===== config.mk =====
export PLATFORM = sky130hd
export DESIGN_NAME = conv_encoder
export DESIGN_NICKNAME = d
export VERILOG_FILES = /design/src/rtl/conv_encoder.sv
export SDC_FILE = /design/constraint.sdc
export NUM_CORES = 1
export LEC_CHECK = 0
export ABC_AREA = 1
export BUFFER_PORTS_ARGS = -buffer_cell sky130_fd_sc_hd__buf_4
export CAP_MARGIN = 30
export CORE_AREA = 2 2 39 41
export CTS_CLUSTER_DIAMETER = 50
export CTS_CLUSTER_SIZE = 20
export DETAILED_ROUTE_END_ITERATION = 16
export DIE_AREA = 0 0 41 43
export SLEW_MARGIN = 40
export SYNTH_ARGS = -nofsm -noshare
export SYNTH_HDL_FRONTEND = slang
export SYNTH_SLANG_ARGS = --single-unit

===== constraint.sdc =====
create_clock -name clk -period 1.1 [get_ports clk]
set_input_delay 0.055 -clock clk [delete_from_list [all_inputs] [get_ports clk]]
set_output_delay 0.055 -clock clk [all_outputs]
set_load 0.01 [all_outputs]

===== src/rtl/conv_encoder.sv =====
// conv_encoder
// Rate-1/2 feedforward convolutional encoder. Each accepted input bit yields
// one 2-bit code symbol {G0 parity, G1 parity} through a single registered
// output stage with ready/valid handshakes on both sides.
//
// Optional feature (compile-time macro CONV_ENC_TAIL_EN):
//   defined   : after the in_last bit, K-1 zero tail symbols are emitted so the
//               trellis terminates in state 0; out_last marks the final tail
//               symbol and input is stalled during the tail.
//   undefined : no tail; out_last marks the symbol of the in_last bit and the
//               shift register is cleared when that bit is accepted.
//
// Handshake semantics (both ports): a transfer happens on a rising clk edge
// where valid and ready are both high. A producer holding valid high keeps its
// payload stable until the transfer; ready may depend combinationally on the
// consumer side (in_ready depends on out_ready), never on in_valid.
//
// Ports:
//   clk, rst              clock, synchronous active-high reset
//   in_valid/in_ready     input handshake; in_bit data, in_last frame end
//   out_valid/out_ready   output handshake; out_sym symbol, out_last frame end
//   busy                  tail in progress or a symbol is waiting in the output
//
// K must be at least 3 (the shift register update slices sr[K-2:1]).

module conv_encoder #(
  parameter int           K  = 3,
  parameter logic [K-1:0] G0 = 3'b111,
  parameter logic [K-1:0] G1 = 3'b101
) (
  input  logic       clk,
  input  logic       rst,
  input  logic       in_valid,
  output logic       in_ready,
  input  logic       in_bit,
  input  logic       in_last,
  output logic       out_valid,
  input  logic       out_ready,
  output logic [1:0] out_sym,
  output logic       out_last,
  output logic       busy
);

  // Window is {current bit, sr}; sr[K-2] is the most recent previous bit.
  function automatic logic [1:0] encode(input logic b, input logic [K-2:0] s);
    logic [K-1:0] w;
    w      = {b, s};
    encode = {^(w & G0), ^(w & G1)};
  endfunction

  logic [K-2:0] sr_q, sr_d;
  logic         out_valid_q, out_valid_d;
  logic [1:0]   out_sym_q, out_sym_d;
  logic         out_last_q, out_last_d;
  logic         slot_free;
  logic         load;
  logic         load_bit;

`ifdef CONV_ENC_TAIL_EN
  localparam int TCW = (K > 2) ? $clog2(K - 1) : 1;
  localparam logic [TCW-1:0] TAIL_LAST = TCW'(K - 2);

  typedef enum logic {
    ST_RUN  = 1'b0,
    ST_TAIL = 1'b1
  } state_t;

  state_t         state_q, state_d;
  logic [TCW-1:0] tcnt_q, tcnt_d;
`endif

  always_comb begin
    slot_free   = !out_valid_q || out_ready;
    load        = 1'b0;
    load_bit    = 1'b0;
    in_ready    = 1'b0;
    out_sym_d   = out_sym_q;
    out_last_d  = out_last_q;
    sr_d        = sr_q;
`ifdef CONV_ENC_TAIL_EN
    state_d     = state_q;
    tcnt_d      = tcnt_q;
    case (state_q)
      ST_RUN: begin
        in_ready = slot_free;
        if (in_valid && slot_free) begin
          load       = 1'b1;
          load_bit   = in_bit;
          out_last_d = 1'b0;
          if (in_last) begin
            state_d = ST_TAIL;
            tcnt_d  = '0;
          end
        end
      end
      ST_TAIL: begin
        // Tail symbols are encodings of zero bits; the last one flushes sr.
        if (slot_free) begin
          load     = 1'b1;
          load_bit = 1'b0;
          if (tcnt_q == TAIL_LAST) begin
            out_last_d = 1'b1;
            state_d    = ST_RUN;
            tcnt_d     = '0;
          end else begin
            tcnt_d = tcnt_q + 1'b1;
          end
        end
      end
      default: begin
        state_d = ST_RUN;
      end
    endcase
`else
    in_ready = slot_free;
    if (in_valid && slot_free) begin
      load       = 1'b1;
      load_bit   = in_bit;
      out_last_d = in_last;
    end
`endif

    if (load) begin
      out_sym_d = encode(load_bit, sr_q);
      sr_d      = {load_bit, sr_q[K-2:1]};
    end

`ifndef CONV_ENC_TAIL_EN
    // Without a tail, the next frame must still start from state 0.
    if (load && in_last) begin
      sr_d = '0;
    end
`endif

    if (load) begin
      out_valid_d = 1'b1;
    end else if (out_ready) begin
      out_valid_d = 1'b0;
    end else begin
      out_valid_d = out_valid_q;
    end
  end

  always_ff @(posedge clk) begin
    if (rst) begin
      sr_q        <= '0;
      out_valid_q <= 1'b0;
      out_sym_q   <= 2'b00;
      out_last_q  <= 1'b0;
`ifdef CONV_ENC_TAIL_EN
      state_q     <= ST_RUN;
      tcnt_q      <= '0;
`endif
    end else begin
      sr_q        <= sr_d;
      out_valid_q <= out_valid_d;
      out_sym_q   <= out_sym_d;
      out_last_q  <= out_last_d;
`ifdef CONV_ENC_TAIL_EN
      state_q     <= state_d;
      tcnt_q      <= tcnt_d;
`endif
    end
  end

  assign out_valid = out_valid_q;
  assign out_sym   = out_sym_q;
  assign out_last  = out_last_q;
`ifdef CONV_ENC_TAIL_EN
  assign busy      = (state_q == ST_TAIL) || out_valid_q;
`else
  assign busy      = out_valid_q;
`endif

endmodule


After elaboration in Yosys (flattened, before gate mapping)

Index checks and enable logic that the tools add are counted.

Bits in registers: 6
Bits of input ports: 6
Word-level logic and storage cells: 16

Multiplexer cells: 4
Reduce and logical (&&, ||, !) cells: 8

Operators with widths:

| cell               | number |
|---|---|
| parity 3 bit       | 2 |
| 2-to-1 mux 1 bit   | 4 |
| logical AND 1 bit  | 2 |
| nonzero test 2 bit | 1 |
| OR reduction 2 bit | 1 |
| logical NOT 1 bit  | 1 |
| logical OR 1 bit   | 1 |

Depth between registers and ports, before layout

Depth in word-level cells: 6
Mapped depth: 7
Gate-level depth less buffers: 7

Worst setup path before layout

Ideal clock, no wire load.

Path kind: register -> register
Start point: register out_valid_q, in the netlist busy
End point: register out_sym_q[0], in the netlist out_sym[0]
Arrival: 0.793 ns
Path slack: 0.192 ns
Stages on the path, launching flop included: 6
Path buffers: 0
Cell sequence: dfxtp_1 -> nand2_4 -> nand2_4 -> inv_2 -> o21ai_1 -> nor2_1

Cells in the longest elaborated chain, start to end: 5
Elaborated cells between the ends (all ways): 6

RTL lines:

| item                     | line | source |
|---|---|---|
| start: declaration       | 52   | `logic out_valid_q, out_valid_d;` |
| start signal: assignment | 156  | `out_valid_q <= out_valid_d;` |
| logical NOT 1 bit (*)    | 73   | `slot_free = !out_valid_q \|\| out_ready;` |
| logical OR 1 bit (*)     | 73   |  |
| via in_ready             | 34   | `output logic in_ready,` |
| logical AND 1 bit (*)    | 116  | `if (in_valid && slot_free) begin` |
| 2-to-1 mux 1 bit         | 116  |  |
| parity 3 bit             | 48   | `encode = {^(w & G0), ^(w & G1)};` |
| end signal: assignment   | 157  | `out_sym_q <= out_sym_d;` |
| end: declaration         | 53   | `logic [1:0] out_sym_q, out_sym_d;` |

The timed path passes the listed nets; every way through them passes the cells marked *.
A chain may end at the register's enable or synchronous reset.

Worst setup path after layout

Start point: register out_valid_q, in the netlist busy
End point: output in_ready

Cells in the longest elaborated chain, start to end: 2

RTL lines:

| item              | line |
|---|---|
| logical NOT 1 bit | 73 |
| logical OR 1 bit  | 73 |
| end: declaration  | 34 |

No other way between the ends.

==> flow_metrics.tcl <==
set metrics [dict create \
    status "finished, final reports clean" \
    clk_latency_ps 240 \
    coreArea_mm2 0.001384 \
    grt_pass1_wl_um 821 \
    powerDensity_mw_per_mm2 1300 \
    grt_use_total 0.07560 \
    grt_max_degree 8 \
    syn_inst 42 \
    crit_type "reg -> out" \
    ys_seq_elements 6 \
    synth.avg_cell_area_um2 6.852 \
    tns_ps 0 \
    slowest_stage "dfxtp_1" \
    cts_setup_buffers 0 \
    root_buffer "clkbuf_4" \
    slowest_delay_ps 380 \
    synth_top_area_cell "dfxtp_1" \
    grt_antenna_before_repair 0 \
    synth_area_leaders "dfxtp_1, nand2_1, a21oi_1" \
    post_cts_resized 0 \
    maxSlewHeadroom 0.8779 \
    setup_violations 0 \
    end_kind "primary output" \
    start_util 0.2080 \
    nNetsFinal 64 \
    overflow 0 \
    die_area_mm2 0.001763 \
    min_period_ps 905.5 \
    whs_ps 105.6 \
    antenna_cells 0 \
    cellLeakagePower_nw 0.2105 \
    syn_to_final_growth_pct 44.35 \
    first_iter_violations 7 \
    synth_top_area_frac 0.4174 \
    dieHeight_um 43 \
    drt-total-wl_um 581 \
    dr_total_vias 279 \
    async_flop_share 0 \
    start_kind "flip-flop" \
    wl_per_cell_um 8.069 \
    synthTopCellsByCount "nand2_1, a21oi_1, dfxtp_1, inv_1, nand3_1" \
    path_cells "nand2_4, buf_4" \
    drive_gt1_frac 0.3214 \
    std_cell_rows 14 \
    dr.pass1.iters 4 \
    vdd_ir_drop_max_uv 1047 \
    dp_hpwl_um 430 \
    maxCapViolations 0 \
    crit_required_ps 1040 \
    cts_tree "built" \
    postCtsHoldBufs 1 \
    synth_area_um2 287.8 \
    die_x_um 41 \
    antenna_left 0 \
    holdCritPathClass "in -> reg" \
    viasPerCell 3.875 \
    port-buffer-count 11 \
    hold_violations 0 \
    worst-slew-pin-transition_ps 183.0 \
    ys.warnings.count 0 \
    cts_buffers 3 \
    clk_pin_slew_ps 50 \
    rsz0062_at_grt "no" \
    routabilityCongestion 0.7576 \
    clockBufferDepth 2 \
    synth.distinct_cells 10 \
    finish.utilization 0.3002 \
    finClkSkew_ps 5.016 \
    slew_viol_final 0 \
    grt_pass1_vias 217 \
    ys_seq_area_frac 0.4174 \
    htreeDepth 1 \
    max_freq_mhz 1104 \
    fin_crit_sh 0.8232 \
    drc 0 \
    synth.most_common_cell "nand2_1" \
    syn_nets 48 \
    synth-edff-count 0 \
    cts_sinks 6 \
    crit_arrival_ps 850 \
    ys.flop_type "dfxtp_1" \
    ios 12 \
    crit_fanout 4 \
]
==> critical path, delay by kind of cell, from the launching register on <==
| kind | cells | cell delay (ps) |
|---|---|---|
| buffers and inverters | 1 | 140 |
| DFF | 1 | 380 |
| and+or+nand+nor | 1 | 80 |
==> metal layers <==
layer  up-vias  part of all wire  track usage
met4         0                 0      0.02000
li1        159                 -            -
met5         -                 0            0
met1       112              0.48      0.08795
met3         0             0.090      0.07853
met2         8              0.43      0.09375
==> report_power, final <==
part	internal, W	leakage [nW]	total [W]	switching, W
combinational	0.0000493	0.147	0.0000970	0.0000477
sequential	0.000232	0.0495	0.000243	0.0000106
clock	0.000123	0.0138	0.000200	0.0000770
total	0.000404	0.210	0.000540	0.000135
==> area by class of cell <==
type                            instances  area (µm²)
Clock buffer                            3       22.52
Fill cell                             152       968.4
Inverter                                8       30.03
Multi-Input combinational cell         27       130.1
Sequential cell                         6       120.1
Tap cell                               16       20.02
Timing Repair Buffer                   12       92.59
==> cell families (layout without fill, tap and decap cells) <==
logic type             count (synthesis)  after routing  share of synthesized area
and+or+nand+nor                       20             20                     0.3304
buffers and inverters                  9             23                     0.1304
AOI/OAI and AO/OA                      7              7                     0.1217
DFF                                    6              6                     0.4174
==> worst paths after layout <==
path	startpoint	endpoint	slack (ps)	cells after the start
hold reg to reg	out_last	out_last	460	2
hold / removal	in_bit	sr_q[1]	110	3
setup / recovery	busy	in_ready	190	2
setup reg to reg	busy	out_sym[0]	220	5
==> sequential cells by signal, summed over array words and instances (netlist names) <==
name	cells
sr_q	2
out_last	1
out_sym	2
busy	1
==> through the flow <==
step                      instances  cell area [µm²]   power, W  setup WS [ps]
final                            72            415.4  0.0005398          194.5
after global routing             72            415.4  0.0005840          126.8
after CTS                        72            415.4  0.0005515          178.6
after detailed placement         68            382.9  0.0003404          225.8
after global placement           68            382.9  0.0003406          230.1
after floorplan                  42            287.8  0.0002966          191.6
==> cell usage in the layout, fill, tap and decap left out, drive strengths merged <==
master,n
nor2,1
nand2,15
clkbuf,3
dfxtp,6
inv,8
o21ai,1
dlygate4sd3,1
nand3,4
buf,11
a21oi,6
Power figures use the tool's default switching activity.
